===== src/rtl/rd_empty_gen_pkg.sv =====
//------------------------------------------------------------------------------
// Module      : rd_empty_gen_pkg
// Description : Shared asynchronous-FIFO helpers: pointer-width rule and
//               binary/Gray conversions. The conversions work on a 32-bit
//               container and are width-agnostic for zero-extended inputs,
//               so callers size-cast the result down to their pointer width.
// Revision    : 1.0 - initial release
//------------------------------------------------------------------------------
`default_nettype none

package rd_empty_gen_pkg;

    localparam int GRAY_MAXW = 32;

    // Pointers carry one extra wrap bit above the RAM address.
    function automatic int ptr_width(input int addrw);
        return addrw + 1;
    endfunction

    function automatic logic [GRAY_MAXW-1:0] bin2gray(input logic [GRAY_MAXW-1:0] b);
        return b ^ (b >> 1);
    endfunction

    // Each binary bit is the XOR of all Gray bits at or above it.
    function automatic logic [GRAY_MAXW-1:0] gray2bin(input logic [GRAY_MAXW-1:0] g);
        logic [GRAY_MAXW-1:0] b;
        b = '0;
        for (int i = 0; i < GRAY_MAXW; i++) begin
            b[i] = ^(g >> i);
        end
        return b;
    endfunction

endpackage

`default_nettype wire


===== src/rtl/rd_empty_gen_ptr_sync.sv =====
//------------------------------------------------------------------------------
// Module      : ptr_sync
// Description : STAGES-deep flop chain for bringing a Gray-coded pointer into
//               another clock domain. No logic between stages.
//   clk   in   destination clock
//   rst_n in   asynchronous active-low reset, chain clears to 0
//   d     in   WIDTH  asynchronous Gray pointer
//   q     out  WIDTH  synchronized pointer
// Revision    : 1.0 - initial release
//------------------------------------------------------------------------------
`default_nettype none

module ptr_sync #(
    parameter int WIDTH  = 6,
    parameter int STAGES = 2
) (
    input  logic             clk,
    input  logic             rst_n,
    input  logic [WIDTH-1:0] d,
    output logic [WIDTH-1:0] q
);

    // Index 0 is the first (metastability-exposed) stage.
    logic [STAGES-1:0][WIDTH-1:0] r_chain;

    always_ff @(posedge clk or negedge rst_n) begin
        if (!rst_n) begin
            r_chain <= '0;
        end else begin
            r_chain <= {r_chain[STAGES-2:0], d};
        end
    end

    assign q = r_chain[STAGES-1];

endmodule

`default_nettype wire


===== src/rtl/rd_empty_gen.sv =====
//------------------------------------------------------------------------------
// Module      : rd_empty_gen
// Description : Read-domain status for the async FIFO. Synchronizes the Gray
//               write pointer into rclk and produces registered empty,
//               almost_empty, fill level and the Gray read pointer returned
//               to the write domain.
//   rclk         in   read clock
//   rst_n        in   asynchronous active-low reset
//   rd_en        in   raw read request
//   rptr         in   RD_ADDRW+1  binary read pointer (controller register)
//   wptr_gray    in   RD_ADDRW+1  Gray write pointer, asynchronous
//   rptr_gray    out  RD_ADDRW+1  registered Gray read pointer
//   empty        out  registered empty flag
//   almost_empty out  registered, level <= AE_THRESH
//   rd_level     out  RD_ADDRW+1  registered fill level, 0..2^RD_ADDRW
// Revision    : 1.0 - initial release
//------------------------------------------------------------------------------
`default_nettype none

module rd_empty_gen
    import rd_empty_gen_pkg::*;
#(
    parameter int RD_ADDRW    = 5,
    parameter int SYNC_STAGES = 2,
    parameter int AE_THRESH   = 2
) (
    input  logic              rclk,
    input  logic              rst_n,
    input  logic              rd_en,
    input  logic [RD_ADDRW:0] rptr,
    input  logic [RD_ADDRW:0] wptr_gray,
    output logic [RD_ADDRW:0] rptr_gray,
    output logic              empty,
    output logic              almost_empty,
    output logic [RD_ADDRW:0] rd_level
);

    localparam int PTRW = ptr_width(RD_ADDRW);
    localparam logic [PTRW-1:0] c_ae_thresh = PTRW'(AE_THRESH);

    logic [PTRW-1:0] w_wq_gray;
    logic [PTRW-1:0] w_wq_bin;
    logic            w_rd_inc;
    logic [PTRW-1:0] w_rptr_next;
    logic [PTRW-1:0] w_rptr_next_gray;
    logic [PTRW-1:0] w_level_next;

    ptr_sync #(
        .WIDTH  (PTRW),
        .STAGES (SYNC_STAGES)
    ) u_wptr_sync (
        .clk   (rclk),
        .rst_n (rst_n),
        .d     (wptr_gray),
        .q     (w_wq_gray)
    );

    // Same gating as the read address controller, so rptr_gray tracks rptr
    // with no extra latency and a read while empty never moves anything.
    assign w_rd_inc         = rd_en & ~empty;
    assign w_rptr_next      = rptr + {{(PTRW-1){1'b0}}, w_rd_inc};
    assign w_rptr_next_gray = PTRW'(bin2gray(GRAY_MAXW'(w_rptr_next)));
    assign w_wq_bin         = PTRW'(gray2bin(GRAY_MAXW'(w_wq_gray)));
    // Modulo subtraction; the wrap bit makes a full FIFO read as 2^RD_ADDRW.
    assign w_level_next     = w_wq_bin - w_rptr_next;

    always_ff @(posedge rclk or negedge rst_n) begin
        if (!rst_n) begin
            rptr_gray    <= '0;
            empty        <= 1'b1;
            almost_empty <= 1'b1;
            rd_level     <= '0;
        end else begin
            rptr_gray    <= w_rptr_next_gray;
            empty        <= (w_rptr_next_gray == w_wq_gray);
            almost_empty <= (w_level_next <= c_ae_thresh);
            rd_level     <= w_level_next;
        end
    end

endmodule

`default_nettype wire


===== config.mk =====
export PLATFORM = sky130hd
export DESIGN_NAME = rd_empty_gen
export DESIGN_NICKNAME = d
export VERILOG_FILES = /design/src/rtl/rd_empty_gen_pkg.sv /design/src/rtl/rd_empty_gen_ptr_sync.sv /design/src/rtl/rd_empty_gen.sv
export SDC_FILE = /design/constraint.sdc
export NUM_CORES = 1
export LEC_CHECK = 0
export BUFFER_PORTS_ARGS = -buffer_cell sky130_fd_sc_hd__buf_4
export CORE_MARGIN = 2
export CORE_UTILIZATION = 45
export CTS_CLUSTER_DIAMETER = 120
export DETAILED_ROUTE_END_ITERATION = 8
export GPL_TIMING_DRIVEN = 0
export PLACE_DENSITY_LB_ADDON = 0.05
export SYNTH_ARGS = -nofsm -noshare
export SYNTH_HDL_FRONTEND = slang
export SYNTH_SLANG_ARGS = --single-unit

===== constraint.sdc =====
create_clock -name rclk -period 6.85 [get_ports rclk]
set_clock_uncertainty 0.2 [all_clocks]
set_input_delay 1.37 -clock rclk [delete_from_list [all_inputs] [get_ports rclk]]
set_output_delay 1.37 -clock rclk [all_outputs]
set_load 0.05 [all_outputs]

## After elaboration in Yosys (flattened, before gate mapping)

Index checks and enable logic that the tools add are counted.

| storage, ports and cells | value |
|---|---|
| bits in registers | 26 |
| input port bits | 15 |

| operators by class | value |
|---|---|
| reductions and logical operators | 6 |
| bitwise gates (word level) | 3 |
| add/subtract/negate cells | 2 |
| magnitude comparators | 1 |
| eq/ne operators | 1 |

Operator list:

| operator | count |
|---|---|
| $reduce_xor 32->1 | 6 |
| $add 6x1->6 | 1 |
| $eq 6x6->1 | 1 |
| $le 6x2->1 const B | 1 |
| $sub 6x6->6 | 1 |
| $xor 6x5->6 | 1 |
| $and 1x1->1 | 1 |
| $not 1->1 | 1 |

## Depth between registers and ports, before layout

| depth | value |
|---|---|
| depth after elaboration | 5 |
| mapped depth | 12 |

## Hierarchy

Synthesis repeated with hierarchy kept, for this count alone.

| second synthesis, totals | value |
|---|---|
| cell total of the unflattened synthesis | 112 |
| area total of the unflattened synthesis | 1373.8 µm² |

Modules (own cells, without submodules):

| module | sequential area each (µm²) | instances | cells each | area each (µm²) |
|---|---|---|---|---|
| rd_empty_gen | 352.8 | 1 | 94 | 1028.5 |
| ptr_sync | 300.3 | 1 | 18 | 345.3 |

## Worst setup path after synthesis

No wires, ideal clock.

| path | value |
|---|---|
| kind | in2reg |
| from | input rd_en |
| to | register almost_empty |
| arrival | 3.344 ns |
| buffers on the path | 0 |
| cell stages on the path | 10 |
| path slack | 3.206 ns |
| cell sequence | nor2b_1 -> ha_1 -> ha_1 -> xnor2_4 -> ha_1 -> nor2b_1 -> o21ai_0 -> nor3b_1 -> o21ai_0 -> nor4b_1 |

| on the way | value |
|---|---|
| cells in the longest elaborated chain, start to end | 4 |

RTL lines:

| item | RTL line | source |
|---|---|---|
| start, declared | rd_empty_gen.sv:29 | `input logic rd_en,` |
| $and 1x1->1 | rd_empty_gen.sv:60 | `assign w_rd_inc = rd_en & ~empty;` |
| $add 6x1->6 | rd_empty_gen.sv:61 | `assign w_rptr_next = rptr + {{(PTRW-1){1'b0}}, w_rd_inc};` |
| $sub 6x6->6 | rd_empty_gen.sv:65 | `assign w_level_next = w_wq_bin - w_rptr_next;` |
| $le 6x2->1 | rd_empty_gen.sv:76 | `almost_empty <= (w_level_next <= c_ae_thresh);` |
| end signal, assigned | rd_empty_gen.sv:76 |  |
| end, declared | rd_empty_gen.sv:34 | `output logic almost_empty,` |

No other way between the ends.

## Worst setup path after layout

Same ends and word-level chain as after synthesis.

==> results.md <==
* CP required at between 6000 and 7000 ps
* Final ANT Viol Nets at 0
* R2R Path End: almost_empty$_DFF_PN1_
* Worst vdd ir at 0.262 mV
* Number of antenna diodes at 0
* Hold_ws at about 160 ps
* Crit path top cell by count: ha_1
* RSZ-0062 raised after global routing: no
* Die height at around 58 µm
* GR Util All Layers at 0.144
* Synth-to-layout area growth at 21.6%
* Ranking of synthesized cells by area: dfrtp_1 47%, ha_1 6.8%, xor2_1 6.8%
* Status: finished clean
* Worst R2R Start: u_wptr_sync.q[4]$_DFF_PN0_
* Minimum clock period at between 3000 and 4000 ps
* H-tree depth at 1
* Mapped Area at ~0.0013 mm²
* Hold Crit Depth at 0
* Worst stage delay on the critical path at 360 ps
* Worst setup EP type: register
* Max-cap violations at 0
* Clock Path Buffers at 2
* Tcrit/Tclk final at 0.530
* Hold Crit Start: u_wptr_sync.r_chain[2]$_DFF_PN0_
* Hold_buf cts at 0
* WS Path Type: input port to register
* Met1 GRT Util at 0.186
* Die X at ~58 µm
* Io pins at 29
* Slew headroom at 0.753
* Pwr Density at 320 mW/mm²
* Pin count of the biggest net entering global routing at 27
* Gr ovfl total at 0
* Setup TNS at 0 ps
* WL final at 2.00 mm
* Met3 Track Usage GR at 0.0340
* Port Buffers at 25
* Cell with the most instances after synthesis: dfrtp_1
* Crit path cell chain: buf_4 -> nor2b_1 -> ha_1 -> ha_1 -> xnor2_4 -> ha_1 -> nor2b_1 -> o21ai_0 -> nor3b_1 -> o21ai_0 -> nor4b_1
* Reg clk slew, reported paths at 140 ps
* Post-cts resize count at 0
* Die Area at 0.00331 mm²
* Number of global-route vias before repair at 804
* Worst-margin pin slew at 370 ps
* Final net count at 158
* Synthesized area per cell at 12.3 µm²
* Post-synth EDFFs at 0
* DR iter-0 viols at 15
* Max FO, Critical Path at 6
* Sink Count at 26
* CTS tree: done
* Fin. Hold Viols at 0
* Most Used Layer, Global Route: met2
* Leak pwr at around 0.73 nW
* DR vias at 825
* First-pass GRT wire length at 3.57 mm
* Syn Nets at 128
* Synth top area share at 0.466
* Synth Flop Type: dfrtp_1
* Register area share after synthesis at 0.506
* Unique cell type count in the Yosys netlist at 31
* Worst skew pair latency at roughly 330 ps
* Largest delay share family, worst path: adder cells
* R2R setup slack at around 3700 ps
* Layout cells sized above 1 at 0.261
* Post-synth ARST share at 1.00
* GR Util met2 at 0.221
* Setup violators final at 0
* Via density at 5.00
* DP Wirelength at ~1.5 mm
* Top post-synthesis cells by count: 24 x dfrtp_1, 10 x xor2_1, 9 x xnor2_1
* CP bufs+invs at 1
* Initial Util at 0.472
* Initial antenna violation count at 0
* Drt first pass iters at 2
* Average wire per cell in the routed design at 12.1 µm
* Core Region at approximately 0.0027 mm²
* CP Data Arrival Time at 3670 ps
* CTS buffer count at 3
* Worst hold path type: register to register
* Cell taking the most area after synthesis: dfrtp_1
* Slew Viols, Final at 0
* Drt drc at 0
* Sink of the worst hold path: u_wptr_sync.q[2]$_DFF_PN0_
* Crit start category: input port
* Crit-path slowest cell: ha_1
* F_max at 275 MHz
* Rows at 19
* Clock root cell: clkbuf_4
* Placer congestion estimate at 0.683
* Post-CTS Setup Repair Bufs at 0
* Post-Syn Instances at around 110
* Number of synthesized register bits at 26
* Worst Reg2Reg Path Length in Cells at 12
* Yosys warns at 0
==> worst max path at each step <==
stage,startpoint,to,cells after the start
after floorplan,rd_en,almost_empty$_DFF_PN1_,10
after global placement,rd_en,almost_empty$_DFF_PN1_,11
after detailed placement,rd_en,almost_empty$_DFF_PN1_,11
after CTS,rd_en,almost_empty$_DFF_PN1_,11
after global routing,rd_en,almost_empty$_DFF_PN1_,11
final,rd_en,almost_empty$_DFF_PN1_,11
==> layer usage <==
metal / wire length, µm / vias up
li1: - / 406
met1: 912 / 389
met2: 932 / 24
met3: 112 / 6
met4: 44 / 0
met5: 0 / -
==> sequential cells by signal (all words and copies together) (netlist names) <==
signal,flops
rd_level,6
rptr_gray,6
u_wptr_sync.q,6
empty,1
almost_empty,1
u_wptr_sync.r_chain,6
==> cells by family after synthesis <==
group / count (synthesis) / share of synthesized area
compound gates: 17 / 0.0747
xor+xnor: 24 / 0.211
fa+ha+maj: 8 / 0.0834
buf+inv: 11 / 0.0378
flops: 26 / 0.506
simple gates: 19 / 0.0863
==> through the flow <==
| stage | instance area (µm²) | cells | setup slack [ps] | power, mW | utilization |
|---|---|---|---|---|---|
| after global placement | 1520 | 161 | 2870 | 0.398 | 0.555 |
| after floorplan | 1290 | 105 | 3210 | 0.342 | - |
| after CTS | 1570 | 165 | 3180 | 0.507 | 0.574 |
| after detailed placement | 1520 | 161 | 2860 | 0.400 | 0.555 |
| final | 1570 | 165 | 3220 | 0.502 | 0.574 |
| after global routing | 1570 | 165 | 2920 | 0.532 | 0.574 |
==> final cells by class <==
class / instances / area [µm²]
Clock inverter: 1 / 30.0
Multi-Input combinational cell: 68 / 588
Buffer: 3 / 18.8
Timing Repair Buffer: 25 / 188
Sequential cell: 26 / 653
Clock buffer: 3 / 22.5
Inverter: 8 / 30.0
Fill cell: 231 / 1160
Tap cell: 31 / 38.8
==> layout by cell type, fill, tap and decap left out, drive strengths merged <==
| cell type | n |
|---|---|
| buf | 26 |
| dfrtp | 24 |
| xnor2 | 12 |
| xor2 | 10 |
| inv | 8 |
| a21oi | 8 |
| ha | 7 |
| o21ai | 5 |
| clkbuf | 5 |
| nand3 | 3 |
| nand2 | 3 |
| nor2b | 3 |
| nor2 | 2 |
| dfstp | 2 |
| and2 | 1 |
| nand4 | 1 |
| nand4b | 1 |
| o21a | 1 |
| o31a | 1 |
| xor3 | 1 |
| nand2b | 1 |
| a21boi | 1 |
| nor3b | 1 |
| xnor3 | 1 |
| o211ai | 1 |
| or3 | 1 |
| and4 | 1 |
| nor4b | 1 |
| fa | 1 |
| bufinv | 1 |
==> where the power goes <==
part	switching (mW)	internal (mW)	leakage, nW
Clock	0.0472	0.0592	0.0279
Combinational	0.136	0.0726	0.403
Sequential	0.00806	0.179	0.300
Total	0.191	0.311	0.731
(Power assumes the default switching activity.)
